==> src/rtl/neuron_operand_feeder.sv <==
// Collects 4 signed activations, then issues the vector to N_NEURONS neurons, one per cycle, each with its weight set.
// Optional macro FEEDER_ZERO_SKIP_EN: suppress input_ready on issue cycles whose 4 weights are all zero.
module neuron_operand_feeder #(
  parameter  int IN_W      = 5,
  parameter  int W_W       = 5,
  parameter  int N_NEURONS = 4,
  localparam int AW        = $clog2(N_NEURONS * 4),
  localparam int IDX_W     = (N_NEURONS > 1) ? $clog2(N_NEURONS) : 1
) (
  input  logic                   clk,
  input  logic                   rst_n,
  input  logic                   flush,
  input  logic                   s_valid,
  output logic                   s_ready,
  input  logic signed [IN_W-1:0] s_data,
  input  logic                   cfg_we,
  input  logic [AW-1:0]          cfg_addr,
  input  logic signed [W_W-1:0]  cfg_wdata,
  output logic                   input_ready,
  output logic signed [IN_W-1:0] in0,
  output logic signed [IN_W-1:0] in1,
  output logic signed [IN_W-1:0] in2,
  output logic signed [IN_W-1:0] in3,
  output logic signed [W_W-1:0]  w0,
  output logic signed [W_W-1:0]  w1,
  output logic signed [W_W-1:0]  w2,
  output logic signed [W_W-1:0]  w3,
  output logic [IDX_W-1:0]       issue_idx,
  output logic                   vec_done
);

  localparam logic [0:0]       ST_COLLECT = 1'b0;
  localparam logic [0:0]       ST_ISSUE   = 1'b1;
  localparam int               BANK_N     = N_NEURONS * 4;
  localparam logic [AW:0]      BANK_LIM   = (AW + 1)'(BANK_N);
  localparam logic [IDX_W-1:0] LAST_IDX   = IDX_W'(N_NEURONS - 1);

  logic [0:0]             r_state;
  logic [1:0]             r_elem_cnt;
  logic [IDX_W-1:0]       r_idx;
  logic signed [IN_W-1:0] r_vec  [4];
  logic signed [W_W-1:0]  r_bank [BANK_N];

  logic                   w_issue;
  logic                   w_cfg_hit;
  logic signed [W_W-1:0]  w_wsel [4];

  assign w_issue   = (r_state == ST_ISSUE);
  assign w_cfg_hit = cfg_we && ({1'b0, cfg_addr} < BANK_LIM);

  // Bank row select: neuron index in the upper bits, weight pair k in the low two.
  always_comb begin
    for (int k = 0; k < 4; k++) begin
      w_wsel[k] = r_bank[AW'({r_idx, 2'(k)})];
    end
  end

  always_ff @(posedge clk or negedge rst_n) begin
    if (!rst_n) begin
      r_state    <= ST_COLLECT;
      r_elem_cnt <= '0;
      r_idx      <= '0;
      for (int k = 0; k < 4; k++) begin
        r_vec[k] <= '0;
      end
      for (int a = 0; a < BANK_N; a++) begin
        r_bank[a] <= '0;
      end
    end else begin
      if (w_cfg_hit) begin
        r_bank[cfg_addr] <= cfg_wdata;
      end
      case (r_state)
        ST_COLLECT: begin
          if (flush) begin
            r_elem_cnt <= '0;
          end else if (s_valid) begin
            r_vec[r_elem_cnt] <= s_data;
            if (r_elem_cnt == 2'd3) begin
              r_elem_cnt <= '0;
              r_idx      <= '0;
              r_state    <= ST_ISSUE;
            end else begin
              r_elem_cnt <= r_elem_cnt + 2'd1;
            end
          end
        end
        default: begin
          if (flush || (r_idx == LAST_IDX)) begin
            r_idx   <= '0;
            r_state <= ST_COLLECT;
          end else begin
            r_idx <= r_idx + IDX_W'(1);
          end
        end
      endcase
    end
  end

  // Operands are held at zero outside ISSUE so the neuron inputs never toggle idly.
  assign s_ready   = (r_state == ST_COLLECT);
  assign in0       = w_issue ? r_vec[0] : '0;
  assign in1       = w_issue ? r_vec[1] : '0;
  assign in2       = w_issue ? r_vec[2] : '0;
  assign in3       = w_issue ? r_vec[3] : '0;
  assign w0        = w_issue ? w_wsel[0] : '0;
  assign w1        = w_issue ? w_wsel[1] : '0;
  assign w2        = w_issue ? w_wsel[2] : '0;
  assign w3        = w_issue ? w_wsel[3] : '0;
  assign issue_idx = w_issue ? r_idx : '0;
  assign vec_done  = w_issue && (r_idx == LAST_IDX);

`ifdef FEEDER_ZERO_SKIP_EN
  logic w_nz;
  assign w_nz        = (w_wsel[0] != '0) || (w_wsel[1] != '0) ||
                       (w_wsel[2] != '0) || (w_wsel[3] != '0);
  assign input_ready = w_issue && w_nz;
`else
  assign input_ready = w_issue;
`endif

endmodule

==> config.mk <==
export PLATFORM = sky130hd
export DESIGN_NAME = neuron_operand_feeder
export DESIGN_NICKNAME = d
export VERILOG_FILES = /design/src/rtl/neuron_operand_feeder.sv
export SDC_FILE = /design/constraint.sdc
export NUM_CORES = 1
export LEC_CHECK = 0
export BUFFER_PORTS_ARGS = -buffer_cell sky130_fd_sc_hd__buf_2
export CAP_MARGIN = 20
export CORE_UTILIZATION = 30
export CTS_BUF_LIST = sky130_fd_sc_hd__clkbuf_2 sky130_fd_sc_hd__clkbuf_4 sky130_fd_sc_hd__clkbuf_8
export CTS_CLUSTER_SIZE = 28
export DETAILED_ROUTE_END_ITERATION = 10
export GPL_TIMING_DRIVEN = 0
export PLACE_DENSITY = 0.43
export SYNTH_ARGS = -nofsm -noshare
export SYNTH_HDL_FRONTEND = slang
export SYNTH_SLANG_ARGS = --single-unit
==> constraint.sdc <==
create_clock -name clk -period 2.4 [get_ports clk]
set_input_delay 0.24 -clock clk [delete_from_list [all_inputs] [get_ports clk]]
set_output_delay 0.24 -clock clk [all_outputs]
set_load 0.01 [all_outputs]
==> results of run 1 <==
[per-stage QoR]
stage | worst slack [ns] | power, mW | cell area, sq um
6_report | 0.143 | 4.43 | 5770
5_1_grt | -0.00435 | 4.72 | 5770
4_1_cts | 0.00213 | 4.49 | 5750
3_5_place_dp | 0.237 | 3.47 | 5580
3_3_place_gp | -0.173 | 3.43 | 5550
2_1_floorplan | 0.712 | 3.16 | 4960
[state kept, by name, indices dropped and copies added, names as in the netlist]
| register | cells |
|---|---|
| r_elem_cnt | 2 |
| input_ready | 1 |
| r_vec | 20 |
| r_idx | 2 |
| r_bank | 80 |
[how the worst max path moves through the flow]
stage | end | cells after the start
final | w3[4] | 5
after global routing | w2[3] | 5
after CTS | w3[4] | 5
after detailed placement | in2[0] | 4
after global placement | r_vec[3] | 1
after floorplan | w0[0] | 4
[cell families after synthesis]
family                     after synthesis  share of synthesized area [%]
adders and majority gates                5                           1.26
buffers and inverters                   24                           2.52
and+or+nand+nor                         81                           10.4
AOI/OAI and AO/OA                        6                          0.681
muxes                                  120                           32.2
DFF                                    105                           53.0
[metal layers]
metal,GRT usage [%],vias up,wire [microns]
met5,0,-,0
met4,6.09,0,205
met3,1.95,12,225
met2,24.4,32,5700
met1,22.0,1532,6000
li1,-,1358,-
[area by class of cell]
class / count / share of cell area (%)
repair buffers: 65 / 6.16
flip-flops and latches: 105 / 45.6
multi-input cells: 212 / 38.3
plain buffers: 20 / 2.21
inverters: 4 / 0.260
clock buffers: 11 / 2.52
clock inverters: 3 / 0.325
well taps: 216 / 4.69
[power by group]
| group | switching [mW] | internal [mW] |
|---|---|---|
| Combinational | 0.384 | 0.656 |
| Sequential | 0.202 | 2.19 |
| Clock | 0.593 | 0.406 |
| Total | 1.18 | 3.25 |
[worst reg2reg max path: stages (launching register included)]
cell and delay, ns:
dfrtp_1 0.46, nor3b_1 0.27, and2_1 0.18, clkbuf_1 0.31
mux2_2 0.38
[placed cells by master (no fill, tap or decap), types with 5 or more instances in the layout]
master and count:
mux2_2 92, nand2b_1 6, clkbuf_1 5, and2_1 46, mux4_2 20, dfrtp_1 105
nor2_1 11, mux2_4 5, clkbuf_8 10, buf_2 67, ha_1 5
[timing repair]
item,CTS,global route
hold buffers,1,0
resized for setup,3,5
pin swaps,0,0
endpoints found under the hold margin,39,0
endpoints found under the setup margin,13,28
==> metrics.txt, run 1 <==
leading cell type by number of instances after synthesis dfrtp_1; total clock buffers created by CTS 9; path type of the worst min-delay path input port to flip-flop; final setup fails 0; Worst Max-Slew Pin Slew 0.618 ns; number of slew-limit violations in the final report 0; endpoint of the worst register-to-register path r_vec[8]; portion of synthesized cell area occupied by the leading cell type 53.0%; standard cell with the maximum stage delay on the critical path mux4_2; GRT Resource Usage Total 15.6%; Cell Chain, Critical Path buf_2 -> buf_8 -> mux4_2 -> and2_1 -> buf_2; worst-case hold path end point r_vec[6]; Port Buffers 63; count of nets left with antenna violations after detail routing 0; number of cells on the worst hold path 2; estimated wirelength of the detail-placed design 8480 microns; global placer's final weighted congestion 0.664; Worst slew margin 58.6%; Post-Place Cells 621; routed via count divided by cell count 4.61; total via count after detailed routing 2934; CP dominant cell by count buf_2; post-CTS clock slew at the launch and capture registers of the worst setup and hold paths 0.10 ns; die footprint 17100 sq um; Post-Syn Area 4960 sq um; worst hold slack across all endpoints 0.141 ns; total negative slack 0 ns; standard-cell rows 46; worst stage delay on the critical path 0.50 ns; post-detailed-route DRC marker count 0; Critical Path Fanout Max 10; CP bufs+invs 3; Top Family by Delay on Critical Path buffers and inverters; maximum number of pins on one net before global-route repair 67; number of failing hold endpoints at the final stage 0; worst vdd rail ir drop 0.000250 V; count of inserted antenna diode cells 0; multi-input logic area 2210 sq um; final cell count without fillers 636; startpoint of the worst register-to-register path input_ready; P&R area growth vs syn 16.3%; leading cell types by total area after synthesis dfrtp_1, mux2_2, mux4_2; share of the cycle needed by the critical path after routing 94.1%; reg-to-reg setup timing slack 0.70 ns; total leakage power 2.63 nW; part of the Yosys area used for sequential elements 53.0%; cell area power density 768 nW/um^2; data required time of the worst path 2.16 ns; Avg Cell Area, Syn 14.5 sq um; path type of the worst setup path flip-flop to output pin; type of element launching the critical path flip-flop; wire length after detailed routing 12100 microns; count of distinct cell types in the synthesized netlist 33; die width 131 microns; buffers from clock root to sink, at most 2; per-cell routed wire length 19.1 microns; post-synth net total 365; residual overflow from global routing 0; launch instance of the worst min-delay path s_data[1]; layout net count 441; most numerous cell types in the synthesized netlist dfrtp_1, mux2_2, and2_1, mux4_2, nor2_1; count of mapped cells out of synthesis 341; I/O pin count 64; #FFs+latches synth 105; utilization after layout 36.0%; global-route wire length before repair 19100 microns; maximum frequency from static timing analysis 443 MHz; later-pin clock latency in the skew report 0.37 ns; buffer type at the clock tree root clkbuf_8; number of clock sinks seen by CTS 105; Synth area leader dfrtp_1; number of cells on the worst reg-to-reg path 4; CTS tree built; Post CTS Setup Buffer Count 0; via count of the first global-routing pass 3230; total core area 16000 sq um; run status completed; proportion of register bits with asynchronous set or reset after synthesis 100%; crit end category output pin; Die Y-Extent 131 microns; Seq. cell area 2630 sq um; count of H-tree levels built during CTS 3; proportion of layout cells with a drive suffix above 1 50.2%; antenna violations before repair 0; Setup Skew 0.00834 ns; number of enable-type register cells in the synthesized netlist 0; number of detailed-route iterations in the first pass 4; launch point of the critical path r_idx[0]; top_reg_cell synth dfrtp_1; count of yosys warnings during synthesis 0; Filler Cell Count 1618; starting density of the core 31.0%; data arrival time at the worst-slack endpoint 2.02 ns; count of routing violations after the opening detailed-route iteration 112; clock period minus final worst setup slack 2.26 ns; maximum capacitance violations 0
Note: power is estimated with default switching activity, not from simulation.
==> run 2, diff against run 1 <==
--- a/config.mk
+++ b/config.mk
@@ -13,6 +13,7 @@
 export DETAILED_ROUTE_END_ITERATION = 10
 export GPL_TIMING_DRIVEN = 0
 export PLACE_DENSITY = 0.43
+export RECOVER_POWER = 50
 export SYNTH_ARGS = -nofsm -noshare
 export SYNTH_HDL_FRONTEND = slang
 export SYNTH_SLANG_ARGS = --single-unit
==> run 2 against run 1 <==
Net effect:
- clock power about the same
- clock skew up 0.0011 ns
- critical path depth unchanged
- die area unchanged
- non-clock buffer count unchanged
- first-iteration DRC count up 15%
- highest routed layer unchanged
==> metrics.txt, run 2 (synthesized netlist as in run 1, its figures left out) <==
run status completed; per-cell routed wire length 19.1 microns (+0.40%); layout net count 441 (unchanged); total via count after detailed routing 2937 (+0.10%); number of slew-limit violations in the final report 0 (unchanged); final cell count without fillers 636 (unchanged); number of failing hold endpoints at the final stage 0 (unchanged); path type of the worst setup path flip-flop to output pin; maximum frequency from static timing analysis 443 MHz (about the same); total core area 16000 sq um (unchanged); count of H-tree levels built during CTS 3 (unchanged); Worst slew margin 28.9% (-30 points); utilization after layout 35.8% (-0.29 points); launch instance of the worst min-delay path s_data[2]; die footprint 17100 sq um (unchanged); starting density of the core 31.0% (unchanged); top register by number of flip-flops r_bank; placement-stage cell area 5580 sq um (unchanged); clock period minus final worst setup slack 2.26 ns (-0.000394 ns); wire length after detailed routing 12200 microns (+0.40%); count of nets left with antenna violations after detail routing 0 (unchanged); worst-case hold path end point r_vec[17]; count of inserted antenna diode cells 0 (unchanged); commonest non-fill, non-tap cell in the layout dfrtp_1; path type of the worst min-delay path input port to flip-flop; antenna violations before repair 0 (unchanged); proportion of layout cells with a drive suffix above 1 48.1% (-2.1 points); Filler Cell Count 1629 (+0.68%); number of cells on the worst hold path 2 (unchanged); I/O pin count 64 (unchanged); later-pin clock latency in the skew report 0.37 ns (about the same); CP dominant cell by count buf_2; final setup fails 0 (unchanged); buffer type at the clock tree root clkbuf_8; standard-cell rows 46 (unchanged); estimated wirelength of the detail-placed design 8480 microns (unchanged); Worst Max-Slew Pin Slew 1.07 ns (+0.448 ns); standard cell with the maximum stage delay on the critical path mux4_2; worst stage delay on the critical path 0.50 ns (about the same); endpoint of the worst register-to-register path r_vec[8]; post-CTS clock slew at the launch and capture registers of the worst setup and hold paths 0.10 ns (about the same); Cell Chain, Critical Path buf_2 -> buf_8 -> mux4_2 -> and2_1 -> buf_2; Setup Skew 0.00941 ns (+0.00107 ns); Regs by FF count r_bank (80), r_vec (20); worst hold slack across all endpoints 0.139 ns (-0.00235 ns); routed via count divided by cell count 4.62 (+0.10%); GRT Resource Usage Total 15.6% (unchanged); flip-flop count of the largest register after layout 80 (unchanged); maximum number of pins on one net before global-route repair 67 (unchanged); top library cells by usage in the layout, fill and taps aside dfrtp_1, mux2_2, buf_2; Port Buffers 63 (unchanged); crit end category output pin; number of detailed-route iterations in the first pass 3 (-1); cell area power density 773 nW/um^2 (+0.72%); Die Y-Extent 131 microns (unchanged); data arrival time at the worst-slack endpoint 2.02 ns (about the same); global-route wire length before repair 19100 microns (unchanged); data required time of the worst path 2.16 ns (about the same); Post-Place Cells 621 (unchanged); post-detailed-route DRC marker count 0 (unchanged); worst vdd rail ir drop 0.000253 V (+1.0%); startpoint of the worst register-to-register path input_ready; die width 131 microns (unchanged); maximum capacitance violations 0 (unchanged); share of the cycle needed by the critical path after routing 94.0% (about the same); Top Family by Delay on Critical Path buffers and inverters; reg-to-reg setup timing slack 0.70 ns (about the same); count of routing violations after the opening detailed-route iteration 129 (+15%); Critical Path Fanout Max 10 (unchanged); global placer's final weighted congestion 0.664 (unchanged); buffers from clock root to sink, at most 2 (unchanged); total leakage power 2.59 nW (-1.6%); type of element launching the critical path flip-flop; P&R area growth vs syn 15.3%; CTS tree built; via count of the first global-routing pass 3230 (unchanged); final standard cell area without fillers 5720 sq um (-0.80%); number of cells on the worst reg-to-reg path 4 (unchanged); residual overflow from global routing 0 (unchanged); overall power 4.42 mW (about the same); CP bufs+invs 3 (unchanged); total clock buffers created by CTS 9 (unchanged); number of clock sinks seen by CTS 105 (unchanged)
## run 2: changes by cell type in the layout (fill, tap and decap cells not counted), sizes merged
cell    delta
clkbuf     +3
buf        -3
## run 2: report_power, final
part	total, mW	switching (mW)	leakage, nW	internal (mW)
clock	1.01	0.602	0.0884	0.406
combinational	1.03	0.382	1.21	0.644
sequential	2.39	0.201	1.30	2.19
total	4.42	1.19	2.59	3.24
## run 2: routing by layer
layer  track usage (%)  wire length [microns]  vias up
met4              6.09                    192        0
met2              24.4                   5740       33
met5                 0                      0        -
met1              22.0                   6010     1533
met3              1.95                    242       11
li1                  -                      -     1360
## run 2: worst max-delay path by stage
| stage | to | cells past startpoint | start | slack [ns] |
|---|---|---|---|---|
| after floorplan | w0[0] | 4 | r_idx[0] | 0.71 |
| after global placement | r_vec[3] | 1 | rst_n | -0.17 |
| after detailed placement | in2[0] | 4 | input_ready | 0.24 |
| after CTS | w3[4] | 5 | r_idx[0] | 0.002 |
| after global routing | w2[3] | 5 | r_idx[0] | -0.004 |
| final | w3[4] | 5 | r_idx[0] | 0.14 |
## run 2: cell type report
cell class                 instances  area, sq um  share of cell area, %
tap                              216          270                   4.72
buffer                            20          119                   2.08
clock buffer                      11          145                   2.54
timing repair buffer              65          352                   6.15
clock inverter                     3         18.8                  0.328
multi-input combinational        212         2170                   38.0
inverter                           4         15.0                  0.262
sequential                       105         2630                   45.9
## run 2: stage by stage
stage	setup WS (ns)	setup TNS [ns]
after global placement	-0.173	-17.44
after CTS	0.00213	0
after global routing	-0.00435	-0.0120
final	0.143	0
after detailed placement	0.237	0
after floorplan	0.712	0
## run 2: timing repair
| action | CTS | global route |
|---|---|---|
| buffers inserted | 0 | 0 |
| hold buffers | 1 | 0 |
| setup endpoints to repair | 13 | 28 |
| gates cloned | 0 | 0 |
| hold endpoints to repair | 39 | 0 |
| resized for setup | 3 | 5 |
==> run 3, diff against run 2 <==
--- a/config.mk
+++ b/config.mk
@@ -7,12 +7,14 @@
 export LEC_CHECK = 0
 export BUFFER_PORTS_ARGS = -buffer_cell sky130_fd_sc_hd__buf_2
 export CAP_MARGIN = 20
+export CELL_PAD_IN_SITES_DETAIL_PLACEMENT = 1
+export CELL_PAD_IN_SITES_GLOBAL_PLACEMENT = 2
 export CORE_UTILIZATION = 30
 export CTS_BUF_LIST = sky130_fd_sc_hd__clkbuf_2 sky130_fd_sc_hd__clkbuf_4 sky130_fd_sc_hd__clkbuf_8
-export CTS_CLUSTER_SIZE = 28
+export CTS_CLUSTER_SIZE = 40
 export DETAILED_ROUTE_END_ITERATION = 10
 export GPL_TIMING_DRIVEN = 0
-export PLACE_DENSITY = 0.43
+export PLACE_DENSITY = 0.57
 export RECOVER_POWER = 50
 export SYNTH_ARGS = -nofsm -noshare
 export SYNTH_HDL_FRONTEND = slang
==> run 3 against run 2 <==
Net effect:
- final area up 1.2%
- combinational power about the same
- sequential power barely moved
- flip-flop and latch count stayed put
- critical path depth is the same
- clock power increased by 34%
- wire length increased by 3.1%
- utilization grew 0.42 points
- highest routed layer unchanged
==> metrics.txt, run 3 (synthesized netlist as in run 1, its figures left out) <==
clock period minus final worst setup slack 2.24 ns (-0.0123 ns); startpoint of the worst register-to-register path input_ready; worst-case hold path end point r_vec[18]; count of H-tree levels built during CTS 3 (unchanged); routed via count divided by cell count 4.63 (+0.33%); Critical Path Fanout Max 10 (unchanged); overall power 4.78 mW (+8.0%); standard-cell rows 46 (unchanged); buffers from clock root to sink, at most 2 (unchanged); antenna violations before repair 0 (unchanged); share of the cycle needed by the critical path after routing 93.5% (-0.51 points); total negative slack 0 ns (unchanged); starting density of the core 31.0% (unchanged); flip-flop count of the largest register after layout 80 (unchanged); total clock buffers created by CTS 9 (unchanged); P&R area growth vs syn 16.7%; post-CTS clock slew at the launch and capture registers of the worst setup and hold paths 0.10 ns (about the same); global placer's final weighted congestion 0.709 (+6.8%); Filler Cell Count 1728 (+6.1%); multi-input logic area 2170 sq um (unchanged); total core area 16000 sq um (unchanged); per-cell routed wire length 19.7 microns (+2.8%); number of slew-limit violations in the final report 0 (unchanged); final setup fails 0 (unchanged); total leakage power 2.62 nW (+1.2%); later-pin clock latency in the skew report 0.39 ns (+0.02 ns); Worst slew margin 35.6% (+6.8 points); path type of the worst min-delay path input port to flip-flop; cell area power density 826 nW/um^2 (+6.8%); RSZ-0062 raised after global routing no; data required time of the worst path 2.16 ns (about the same); placement-stage cell area 5580 sq um (unchanged); crit end category output pin; GRT Resource Usage Total 16.2% (+0.61 points); buffer type at the clock tree root clkbuf_8; number of clock sinks seen by CTS 105 (unchanged); utilization after layout 36.2% (+0.42 points); global-route wire length before repair 19600 microns (+2.7%); number of detailed-route iterations in the first pass 4 (+1); commonest non-fill, non-tap cell in the layout dfrtp_1; CTS tree built; run status completed; top register by number of flip-flops r_bank; count of routing violations after the opening detailed-route iteration 84 (-35%); I/O pin count 64 (unchanged); final standard cell area without fillers 5790 sq um (+1.2%); data arrival time at the worst-slack endpoint 2.00 ns (-0.02 ns); Worst Max-Slew Pin Slew 0.965 ns (-0.101 ns); total via count after detailed routing 2956 (+0.65%); number of cells on the worst reg-to-reg path 4 (unchanged); Regs by FF count r_bank (80), r_vec (20); Die Y-Extent 131 microns (unchanged); die width 131 microns (unchanged); proportion of layout cells with a drive suffix above 1 48.6% (+0.48 points); reg-to-reg setup timing slack 0.64 ns (-0.06 ns); top library cells by usage in the layout, fill and taps aside dfrtp_1, mux2_2, buf_2; via count of the first global-routing pass 3188 (-1.3%); worst vdd rail ir drop 0.000285 V (+13%); die footprint 17100 sq um (unchanged); path type of the worst setup path flip-flop to output pin; endpoint of the worst register-to-register path r_vec[15]; number of cells on the worst hold path 2 (unchanged); Setup Skew 0.00950 ns (+0.0000968 ns); wire length after detailed routing 12600 microns (+3.1%); number of failing hold endpoints at the final stage 0 (unchanged); launch instance of the worst min-delay path s_data[3]; count of nets left with antenna violations after detail routing 0 (unchanged); Seq. cell area 2630 sq um (unchanged); maximum capacitance violations 0 (unchanged); Port Buffers 63 (unchanged); maximum number of pins on one net before global-route repair 69 (+3.0%); count of inserted antenna diode cells 0 (unchanged); maximum frequency from static timing analysis 446 MHz (+0.55%); residual overflow from global routing 0 (unchanged); layout net count 441 (unchanged); type of element launching the critical path flip-flop; estimated wirelength of the detail-placed design 8770 microns (+3.5%); post-detailed-route DRC marker count 0 (unchanged)
==> run 3: cell count changes in the layout (fill, tap and decap cells not counted), sizes merged <==
cell / before / now
bufinv: 0 / 3
clkinv: 3 / 1
buf: 69 / 68
clkbuf: 23 / 24
clkinvlp: 0 / 1
==> run 3: layout make-up <==
type / instances / area share, %
sequential: 105 / 45.4
multi-input combinational: 212 / 37.5
timing repair buffer: 65 / 5.73
tap: 216 / 4.67
clock buffer: 11 / 2.51
buffer: 20 / 2.12
clock inverter: 5 / 1.77
inverter: 4 / 0.259
==> run 3: metal layers <==
layer | part of all wire [%] | GRT usage [%] | vias up
met3 | 2.6 | 3.62 | 9
met5 | 0 | 0 | -
li1 | - | - | 1364
met1 | 47 | 22.1 | 1546
met4 | 0.53 | 4.06 | 0
met2 | 50 | 26.1 | 37
==> run 3: timing repair <==
item                                   4_1_cts  5_1_grt
hold buffers                                 1        0
setup endpoints to repair                   25       13
endpoints found under the hold margin       37        0
buffers inserted                             0        0
resized for setup                            5        5
==> run 3: worst max path at each step <==
stage	from	endpoint	slack [ns]	cells past startpoint
6_report	r_idx[0]	w2[3]	0.16	5
5_1_grt	rst_n	r_elem_cnt[0]	0.02	3
4_1_cts	r_idx[0]	w3[1]	0.01	5
3_5_place_dp	r_idx[0]	w3[1]	0.35	5
3_3_place_gp	rst_n	r_elem_cnt[1]	-0.18	1
2_1_floorplan	r_idx[0]	w0[0]	0.71	4
==> run 3: worst max-delay path, stage by stage, from the launching register on <==
cell and delay, ns:
dfrtp_1 0.36, clkbuf_4 0.21, buf_6 0.20, mux4_2 0.52
and2_1 0.18, buf_2 0.14
==> run 3: where the power goes <==
group	total, mW	internal, mW	switching [mW]
registers	2.39	2.19	0.205
clock network	1.35	0.732	0.623
logic	1.03	0.644	0.387
==> run 3: through the flow <==
step	setup WS (ns)	instances	hold slack [ns]
final	0.155	638	0.125
after detailed placement	0.346	621	0.264
after CTS	0.0136	638	0.105
after floorplan	0.712	341	-0.0556
after global placement	-0.179	620	0.468
after global routing	0.0210	638	0.0991
